[src/rtl/arb_pkg.sv]
// Shared types and sizing for the CPU/DMA bus arbiter.
package arb_pkg;

  localparam int unsigned ADDR_W            = 16;
  localparam int unsigned DATA_W            = 8;
  localparam int unsigned BURST_CNT_W       = 4;
  localparam int unsigned MAX_BURST_DEFAULT = 4;

  typedef enum logic {
    S_CPU = 1'b0,
    S_DMA = 1'b1
  } arb_state_e;

  // One bus cycle request as presented to memory.
  typedef struct packed {
    logic [ADDR_W-1:0] addr;
    logic              we;
    logic [DATA_W-1:0] wdata;
  } bus_req_t;

endpackage

[src/rtl/cpu_dma_arbiter.sv]
// Shares the 65CE02 memory bus between the core and one DMA requester.
// Optional ARB_SYNC_ONLY_EN: DMA bursts may only start on an opcode fetch.
module cpu_dma_arbiter
  import arb_pkg::*;
#(
  parameter int unsigned MAX_BURST = MAX_BURST_DEFAULT
) (
  input  logic              clk,
  input  logic              reset_n,
  input  logic [ADDR_W-1:0] cpu_address_next,
  input  logic              cpu_write_next,
  input  logic [DATA_W-1:0] cpu_data_o_next,
  input  logic              cpu_sync,
  output logic              cpu_ready,
  output logic [DATA_W-1:0] cpu_data_i,
  input  logic              dma_req,
  input  logic [ADDR_W-1:0] dma_addr,
  input  logic              dma_we,
  input  logic [DATA_W-1:0] dma_wdata,
  output logic              dma_ack,
  output logic [DATA_W-1:0] dma_rdata,
  output logic [ADDR_W-1:0] mem_addr,
  output logic              mem_we,
  output logic [DATA_W-1:0] mem_wdata,
  input  logic [DATA_W-1:0] mem_rdata,
  input  logic              mem_ready,
  output logic              dma_owner
);

  arb_state_e             state_q, state_d;
  logic [BURST_CNT_W-1:0] burst_cnt_q;
  logic [DATA_W-1:0]      hold_q;
  bus_req_t               bus_q;
  bus_req_t               cpu_bus, dma_bus;
  logic                   sync_ok;
  logic                   eligible;
  logic                   take_dma;

  assign cpu_bus = '{addr: cpu_address_next, we: cpu_write_next, wdata: cpu_data_o_next};
  assign dma_bus = '{addr: dma_addr, we: dma_we, wdata: dma_wdata};

`ifdef ARB_SYNC_ONLY_EN
  // A new burst only begins at an instruction boundary; continuing one needs no sync.
  assign sync_ok = (state_q == S_DMA) | cpu_sync;
`else
  logic unused_sync;
  assign unused_sync = cpu_sync;
  assign sync_ok     = 1'b1;
`endif

  assign eligible  = dma_req & (burst_cnt_q != BURST_CNT_W'(MAX_BURST)) & sync_ok;
  assign take_dma  = reset_n & mem_ready & eligible;
  assign cpu_ready = mem_ready & ~take_dma;

  // Data-phase owner state register.
  always_ff @(posedge clk or negedge reset_n) begin
    if (!reset_n) state_q <= S_CPU;
    else          state_q <= state_d;
  end

  // Next owner and owner-derived outputs.
  always_comb begin
    state_d    = state_q;
    dma_owner  = 1'b0;
    dma_ack    = 1'b0;
    cpu_data_i = hold_q;
    if (mem_ready) state_d = take_dma ? S_DMA : S_CPU;
    case (state_q)
      S_DMA: begin
        dma_owner = 1'b1;
        dma_ack   = mem_ready;
      end
      default: cpu_data_i = mem_rdata;
    endcase
  end

  assign dma_rdata = mem_rdata;

  // Bus capture, burst counter and CPU read-data hold.
  always_ff @(posedge clk or negedge reset_n) begin
    if (!reset_n) begin
      bus_q       <= '0;
      burst_cnt_q <= '0;
      hold_q      <= '0;
    end else if (mem_ready) begin
      bus_q       <= take_dma ? dma_bus : cpu_bus;
      // A CPU capture resets the run; the compare in eligible stops the count at MAX_BURST.
      burst_cnt_q <= take_dma ? burst_cnt_q + BURST_CNT_W'(1) : '0;
      if (state_q == S_CPU) hold_q <= mem_rdata;
    end
  end

  assign mem_addr  = bus_q.addr;
  assign mem_we    = bus_q.we;
  assign mem_wdata = bus_q.wdata;

endmodule

[config.mk]
export PLATFORM = sky130hd
export DESIGN_NAME = cpu_dma_arbiter
export DESIGN_NICKNAME = d
export VERILOG_FILES = /design/src/rtl/arb_pkg.sv /design/src/rtl/cpu_dma_arbiter.sv
export SDC_FILE = /design/constraint.sdc
export NUM_CORES = 1
export LEC_CHECK = 0
export BUFFER_PORTS_ARGS = -buffer_cell sky130_fd_sc_hd__buf_4
export CAP_MARGIN = 20
export CORE_UTILIZATION = 51
export CTS_BUF_LIST = sky130_fd_sc_hd__clkbuf_8
export DETAILED_ROUTE_END_ITERATION = 7
export GPL_TIMING_DRIVEN = 0
export PLACE_DENSITY = 0.95
export SLEW_MARGIN = 10
export SYNTH_ARGS = -nofsm -noshare
export SYNTH_HDL_FRONTEND = slang
export SYNTH_SLANG_ARGS = --single-unit
[constraint.sdc]
create_clock -name clk -period 3.2 [get_ports clk]
set_clock_uncertainty 0.1 [all_clocks]
set_input_delay 0.64 -clock clk [delete_from_list [all_inputs] [get_ports clk]]
set_output_delay 0.64 -clock clk [all_outputs]
set_load 0.01 [all_outputs]
# Yosys cells after proc, flatten, opt, wreduce, memory -nomap -nowiden
# Index checks and enable logic that the tools add are counted.
[word_totals]
register_bits = 38
input_bits = 63
out_inout_bits = 44
wordCells = 19
[op_classes]
addsub = 1
eq_ne = 1
mux = 6
bitwise_logic = 5
[ops]
columns = ["op", "n"]
rows = [
  ["2-to-1 mux 25 bit", 1],
  ["2-to-1 mux 8 bit", 1],
  ["adder 4 x 1 -> 4 bit, second input constant", 1],
  ["AND 1 bit", 4],
  ["2-to-1 mux 4 bit", 1],
  ["inequality test 4 x 3 -> 1 bit, second input constant", 1],
  ["2-to-1 mux 1 bit", 3],
  ["NOT 1 bit", 1],
]

# Longest topological paths before layout
[depth]
depth_word = 5
depth_mapped = 7
ltp_nobuf = 5

# Worst setup path after synthesis
# Ideal clock, no wire load.
[synth_timing]
path_type = "input to output"
startpoint = "input port mem_ready"
endpoint = "output port cpu_ready"
arrival_time_ps = 1227
t_required_ps = 2460
path_slack_ps = 1233
cell_stages = 4
n_path_buf = 2
path_cell_list = "inv_1 -> buf_4 -> buf_2 -> a31oi_1"
[synth_between]
elab_chain_len = 4
[synth_rtl]
columns = ["item", "line", "rtl"]
rows = [
  ["start, declared", "cpu_dma_arbiter.sv:26", "input logic mem_ready,"],
  ["AND 1 bit (2 in series)", "cpu_dma_arbiter.sv:52", "assign take_dma = reset_n & mem_ready & eligible;"],
  ["NOT 1 bit", "cpu_dma_arbiter.sv:53", "assign cpu_ready = mem_ready & ~take_dma;"],
  ["AND 1 bit (*)", "cpu_dma_arbiter.sv:53", ""],
  ["end, declared", "cpu_dma_arbiter.sv:14", "output logic cpu_ready,"],
]
# Mark *: on every way between the ends. The rest lies on a longest branch, timed or not.

# Final worst setup path
[layout_timing]
startpoint = "input port reset_n"
endpoint = "output port cpu_ready"
[layout_between]
elab_chain_len = 4
[layout_rtl]
columns = ["item", "line", "rtl"]
rows = [
  ["start, declared", "cpu_dma_arbiter.sv:9", "input logic reset_n,"],
  ["AND 1 bit (2 in series)", "cpu_dma_arbiter.sv:52", ""],
  ["NOT 1 bit", "cpu_dma_arbiter.sv:53", ""],
  ["AND 1 bit", "cpu_dma_arbiter.sv:53", ""],
]
# No other way between the ends.

==> flow_summary.html <==
<table>
<tr><th>Metric</th><th>Value</th></tr>
<tr><th colspan="2">Routing</th></tr>
<tr><td>Total via count in the routed design</td><td>2160</td></tr>
<tr><td>Routed length on met3</td><td>265 um</td></tr>
<tr><td>Final routed wirelength across all metal layers</td><td>5.99 mm</td></tr>
<tr><td>Via-to-Cell Ratio</td><td>5.64</td></tr>
<tr><td>Detailed route wirelength on metal2</td><td>3.14 mm</td></tr>
<tr><td>Met1 Wirelength</td><td>2.36 mm</td></tr>
<tr><td>1st-iter DRT viols</td><td>117</td></tr>
<tr><td>Count of antenna-violating nets left after detailed routing</td><td>0</td></tr>
<tr><td>First-pass iteration count of the detailed router</td><td>4</td></tr>
<tr><td>Top layer in use</td><td>met4</td></tr>
<tr><td>Wire length per cell</td><td>15.6 um</td></tr>
<tr><td>DRC Markers</td><td>0</td></tr>
<tr><th colspan="2">STA</th></tr>
<tr><td>Tcrit/Tclk final</td><td>0.830</td></tr>
<tr><td>Max-slew violation count</td><td>0</td></tr>
<tr><td>Summed negative setup slack over all endpoints</td><td>0 ns</td></tr>
<tr><td>Unrepaired setup endpoints after global routing</td><td>no</td></tr>
<tr><td>Final min period</td><td>2.66 ns</td></tr>
<tr><td>Number of hold violations in the final report</td><td>0</td></tr>
<tr><td>Worst slew pin tran</td><td>0.486 ns</td></tr>
<tr><td>Maximum frequency from static timing analysis</td><td>376 MHz</td></tr>
<tr><td>Number of endpoints failing setup at the final stage</td><td>0</td></tr>
<tr><td>Worst slew margin relative to its limit</td><td>0.676</td></tr>
<tr><th colspan="2">Die</th></tr>
<tr><td>Die extent in y</td><td>66.0 um</td></tr>
<tr><td>I/O pin total</td><td>107</td></tr>
<tr><td>Placement row count</td><td>22</td></tr>
<tr><td>Die width</td><td>66.0 um</td></tr>
<tr><td>Starting density of the core</td><td>0.550</td></tr>
<tr><td>Area of the placeable core</td><td>3800 um^2</td></tr>
<tr><td>Die area</td><td>4360 um^2</td></tr>
<tr><th colspan="2">Synthesis</th></tr>
<tr><td>Total nets after synthesis</td><td>288</td></tr>
<tr><td>Synth Warn #</td><td>0</td></tr>
<tr><td>Share of synthesized area occupied by flip-flops and latches</td><td>0.455</td></tr>
<tr><td>Post-Synthesis Cells</td><td>223</td></tr>
<tr><td>Number of distinct library cells after synthesis</td><td>31</td></tr>
<tr><td>Post-Synthesis Mean Instance Area</td><td>9.37 um^2</td></tr>
<tr><td>Netlist Area Pre-Place</td><td>2090 um^2</td></tr>
<tr><td>Flop and latch count out of synthesis</td><td>38</td></tr>
<tr><th colspan="2">Cells and area</th></tr>
<tr><td>Final instance count without filler cells</td><td>383</td></tr>
<tr><td>Synthesis-to-finish area growth</td><td>45.4%</td></tr>
<tr><td>Antenna diode count</td><td>0</td></tr>
<tr><td>Final Cell Area</td><td>3040 um^2</td></tr>
<tr><td>NumNets Final</td><td>399</td></tr>
<tr><td>Top library cells by usage in the layout, fill and taps aside</td><td>115 x sky130_fd_sc_hd__buf_4, 49 x sky130_fd_sc_hd__nor2_1, 38 x sky130_fd_sc_hd__dfrtp_1</td></tr>
<tr><td>Most common cell after layout, fill and taps aside</td><td>sky130_fd_sc_hd__buf_4</td></tr>
<tr><td>Ratio of cells with drive above 1 in the final layout</td><td>0.445</td></tr>
<tr><th colspan="2">Global route</th></tr>
<tr><td>Gr ovfl total</td><td>0</td></tr>
<tr><td>Combined global-route utilization of all metal layers</td><td>0.298</td></tr>
<tr><td>Largest net degree at the start of global routing</td><td>40</td></tr>
<tr><td>Vias in the first global route</td><td>2157</td></tr>
<tr><td>First-pass GRT wire length</td><td>9.72 mm</td></tr>
<tr><td>Initial antenna violation count</td><td>0</td></tr>
<tr><th colspan="2">Worst hold path</th></tr>
<tr><td>Hold Crit Class</td><td>primary input to async pin</td></tr>
<tr><th colspan="2">Setup path</th></tr>
<tr><td>Critical path's slowest cell</td><td>sky130_fd_sc_hd__buf_4</td></tr>
<tr><td>Critical-path cell list</td><td>buf_4, buf_6, clkbuf_1, a31oi_1, buf_4</td></tr>
<tr><td>Critical path type</td><td>primary input to output port</td></tr>
<tr><td>Top cell family by delay on the critical path</td><td>buffers and inverters</td></tr>
<tr><td>Critical Path RT</td><td>2.46 ns</td></tr>
<tr><td>Worst path arrival time</td><td>1.92 ns</td></tr>
<tr><td>Startpoint type of the worst setup path</td><td>primary input</td></tr>
<tr><td>Most Frequent Cell on Critical Path</td><td>sky130_fd_sc_hd__buf_4</td></tr>
<tr><td>Worst r2r path cells</td><td>6</td></tr>
<tr><td>Critical-path maximum fanout</td><td>39</td></tr>
<tr><td>R2r endpoint</td><td>mem_addr[12]</td></tr>
<tr><td>Critical Path Sink Type</td><td>output port</td></tr>
<tr><td>Reg-to-reg startpoint</td><td>burst_cnt_q[0]</td></tr>
<tr><td>Register-to-Register Setup Slack</td><td>1.56 ns</td></tr>
<tr><td>Peak per-stage delay on the critical path</td><td>0.40 ns</td></tr>
<tr><td>Critical path buffer and inverter count</td><td>4</td></tr>
<tr><th colspan="2">Pwr</th></tr>
<tr><td>Static leakage</td><td>0.00144 uW</td></tr>
<tr><td>Part of the total power dissipated in combinational logic</td><td>0.255</td></tr>
<tr><td>Clock power frac</td><td>0.313</td></tr>
<tr><td>Peak VDD IR</td><td>0.000326 V</td></tr>
<tr><td>Internal power summed over all cells</td><td>935 uW</td></tr>
<tr><td>Pwr/cell area</td><td>425 nW/um^2</td></tr>
<tr><td>Switching component of the power</td><td>357 uW</td></tr>
<tr><td>Part of the total power dissipated in sequential elements</td><td>0.432</td></tr>
<tr><td>Share of total power consumed by net switching</td><td>0.276</td></tr>
<tr><th colspan="2">Clocking</th></tr>
<tr><td>Clock tree from TritonCTS</td><td>done</td></tr>
<tr><td>Sinks on the clock net</td><td>38</td></tr>
<tr><td>Post-cts repair resize count</td><td>0</td></tr>
<tr><td>CTS buffer count</td><td>5</td></tr>
<tr><td>Worst-path clk slew</td><td>0.08 ns</td></tr>
<tr><td>Post-CTS setup buffer count</td><td>0</td></tr>
<tr><td>Worst-case clock buffer depth</td><td>2</td></tr>
<tr><td>CTS hold repair buffers</td><td>0</td></tr>
<tr><td>Buffer type at the clock tree root</td><td>sky130_fd_sc_hd__clkbuf_8</td></tr>
<tr><td>Clock latency of the later-clocked register in the worst-skew pair</td><td>0.30 ns</td></tr>
<tr><td>H-Tree Level Count</td><td>2</td></tr>
<tr><th colspan="2">Placed design</th></tr>
<tr><td>Placer's final routability congestion estimate</td><td>0.912</td></tr>
<tr><td>Instance count after placement with tap cells included</td><td>375</td></tr>
<tr><td>Area after detailed placement</td><td>2930 um^2</td></tr>
<tr><td>Detailed Place HPWL</td><td>4.35 mm</td></tr>
<tr><td>IO buf count</td><td>104</td></tr>
<tr><th colspan="2">Flow run</th></tr>
<tr><td>Count of maximum capacitance violations</td><td>0</td></tr>
<tr><th colspan="2">Outcome</th></tr>
<tr><td>Outcome</td><td>finished clean</td></tr>
</table>
==> layout make-up <==
class / count / area (um^2)
Fill cell: 273 / 759
Sequential cell: 38 / 951
Clock buffer: 5 / 68.8
Inverter: 3 / 11.3
Buffer: 30 / 208
Clock inverter: 3 / 40.0
Multi-Input combinational cell: 152 / 920
Timing Repair Buffer: 104 / 781
Tap cell: 48 / 60.1
==> synthesized netlist by cell type <==
library cell	n	area share
sky130_fd_sc_hd__a21o_1	1	0.0036
sky130_fd_sc_hd__a22o_1	1	0.0042
sky130_fd_sc_hd__o21ai_0	5	0.012
sky130_fd_sc_hd__nor2_1	49	0.088
sky130_fd_sc_hd__buf_8	2	0.014
sky130_fd_sc_hd__o21ai_1	18	0.043
sky130_fd_sc_hd__o21ai_2	2	0.0084
sky130_fd_sc_hd__a41oi_1	25	0.10
sky130_fd_sc_hd__and3b_1	1	0.0042
sky130_fd_sc_hd__nor3_2	1	0.0048
sky130_fd_sc_hd__nor2b_1	1	0.0030
sky130_fd_sc_hd__clkbuf_2	2	0.0048
sky130_fd_sc_hd__o2bb2ai_1	1	0.0042
sky130_fd_sc_hd__nand3b_4	1	0.0096
sky130_fd_sc_hd__o22ai_1	1	0.0030
sky130_fd_sc_hd__o31ai_1	1	0.0036
sky130_fd_sc_hd__dfrtp_1	38	0.46
sky130_fd_sc_hd__a21oi_1	25	0.060
sky130_fd_sc_hd__ha_1	2	0.012
sky130_fd_sc_hd__nand3_1	2	0.0048
sky130_fd_sc_hd__buf_2	5	0.012
sky130_fd_sc_hd__buf_4	11	0.040
sky130_fd_sc_hd__a31oi_1	1	0.0030
sky130_fd_sc_hd__nand2_1	2	0.0036
sky130_fd_sc_hd__mux2i_1	1	0.0048
sky130_fd_sc_hd__and2b_2	1	0.0042
sky130_fd_sc_hd__inv_1	3	0.0054
sky130_fd_sc_hd__mux2_2	9	0.049
sky130_fd_sc_hd__buf_6	3	0.016
sky130_fd_sc_hd__and2_1	1	0.0030
sky130_fd_sc_hd__clkbuf_1	7	0.013
==> per-stage QoR <==
stage	hold slack, ns	utilization	worst slack [ns]	total power, uW
2_1_floorplan	0.244	-	1.23	715
3_3_place_gp	0.383	0.771	0.496	884
3_5_place_dp	0.394	0.771	0.511	895
4_1_cts	0.217	0.800	0.511	1290
5_1_grt	0.243	0.800	0.378	1350
6_report	0.195	0.800	0.544	1290
==> registers in the layout, indices dropped and copies added, names as in the netlist <==
register / cells
mem_addr: 16
state_q: 1
burst_cnt_q: 4
mem_we: 1
mem_wdata: 8
hold_q: 8
==> worst reg2reg max path, cell delays in order, from the launching register on <==
cell	delay (ns)
sky130_fd_sc_hd__dfrtp_1	0.40
sky130_fd_sc_hd__inv_1	0.10
sky130_fd_sc_hd__ha_1	0.21
sky130_fd_sc_hd__nand3b_4	0.15
sky130_fd_sc_hd__buf_4	0.21
sky130_fd_sc_hd__a41oi_1	0.25
sky130_fd_sc_hd__a21oi_1	0.10
==> routing by layer <==
layer  track usage  vias up
li1              -     1020
met1         0.348     1048
met2         0.503       69
met3        0.0638       23
met4         0.168        0
met5             0        -
==> power groups by stage <==
stage	Combinational, uW	Clock (uW)	Sequential (uW)
after floorplan	136	0	579
after global placement	320	0	564
after detailed placement	329	0	566
after CTS	331	403	558
after global routing	358	426	564
final	329	404	559
==> kinds of logic after synthesis <==
family | after synthesis | synth area share
AOI/OAI and AO/OA | 81 | 0.250
and+or+nand+nor | 59 | 0.125
DFF | 38 | 0.455
buffers and inverters | 33 | 0.105
muxes | 10 | 0.0533
adders and majority gates | 2 | 0.0120
==> how the worst max path moves through the flow <==
stage,startpoint,end,slack (ns),cells past startpoint
finish,reset_n,cpu_ready,0.54,5
global route,reset_n,cpu_ready,0.38,5
global placement,reset_n,cpu_ready,0.50,5
CTS,reset_n,cpu_ready,0.51,5
floorplan,mem_ready,cpu_ready,1.23,4
detailed placement,reset_n,cpu_ready,0.51,5
(Power assumes the default switching activity.)
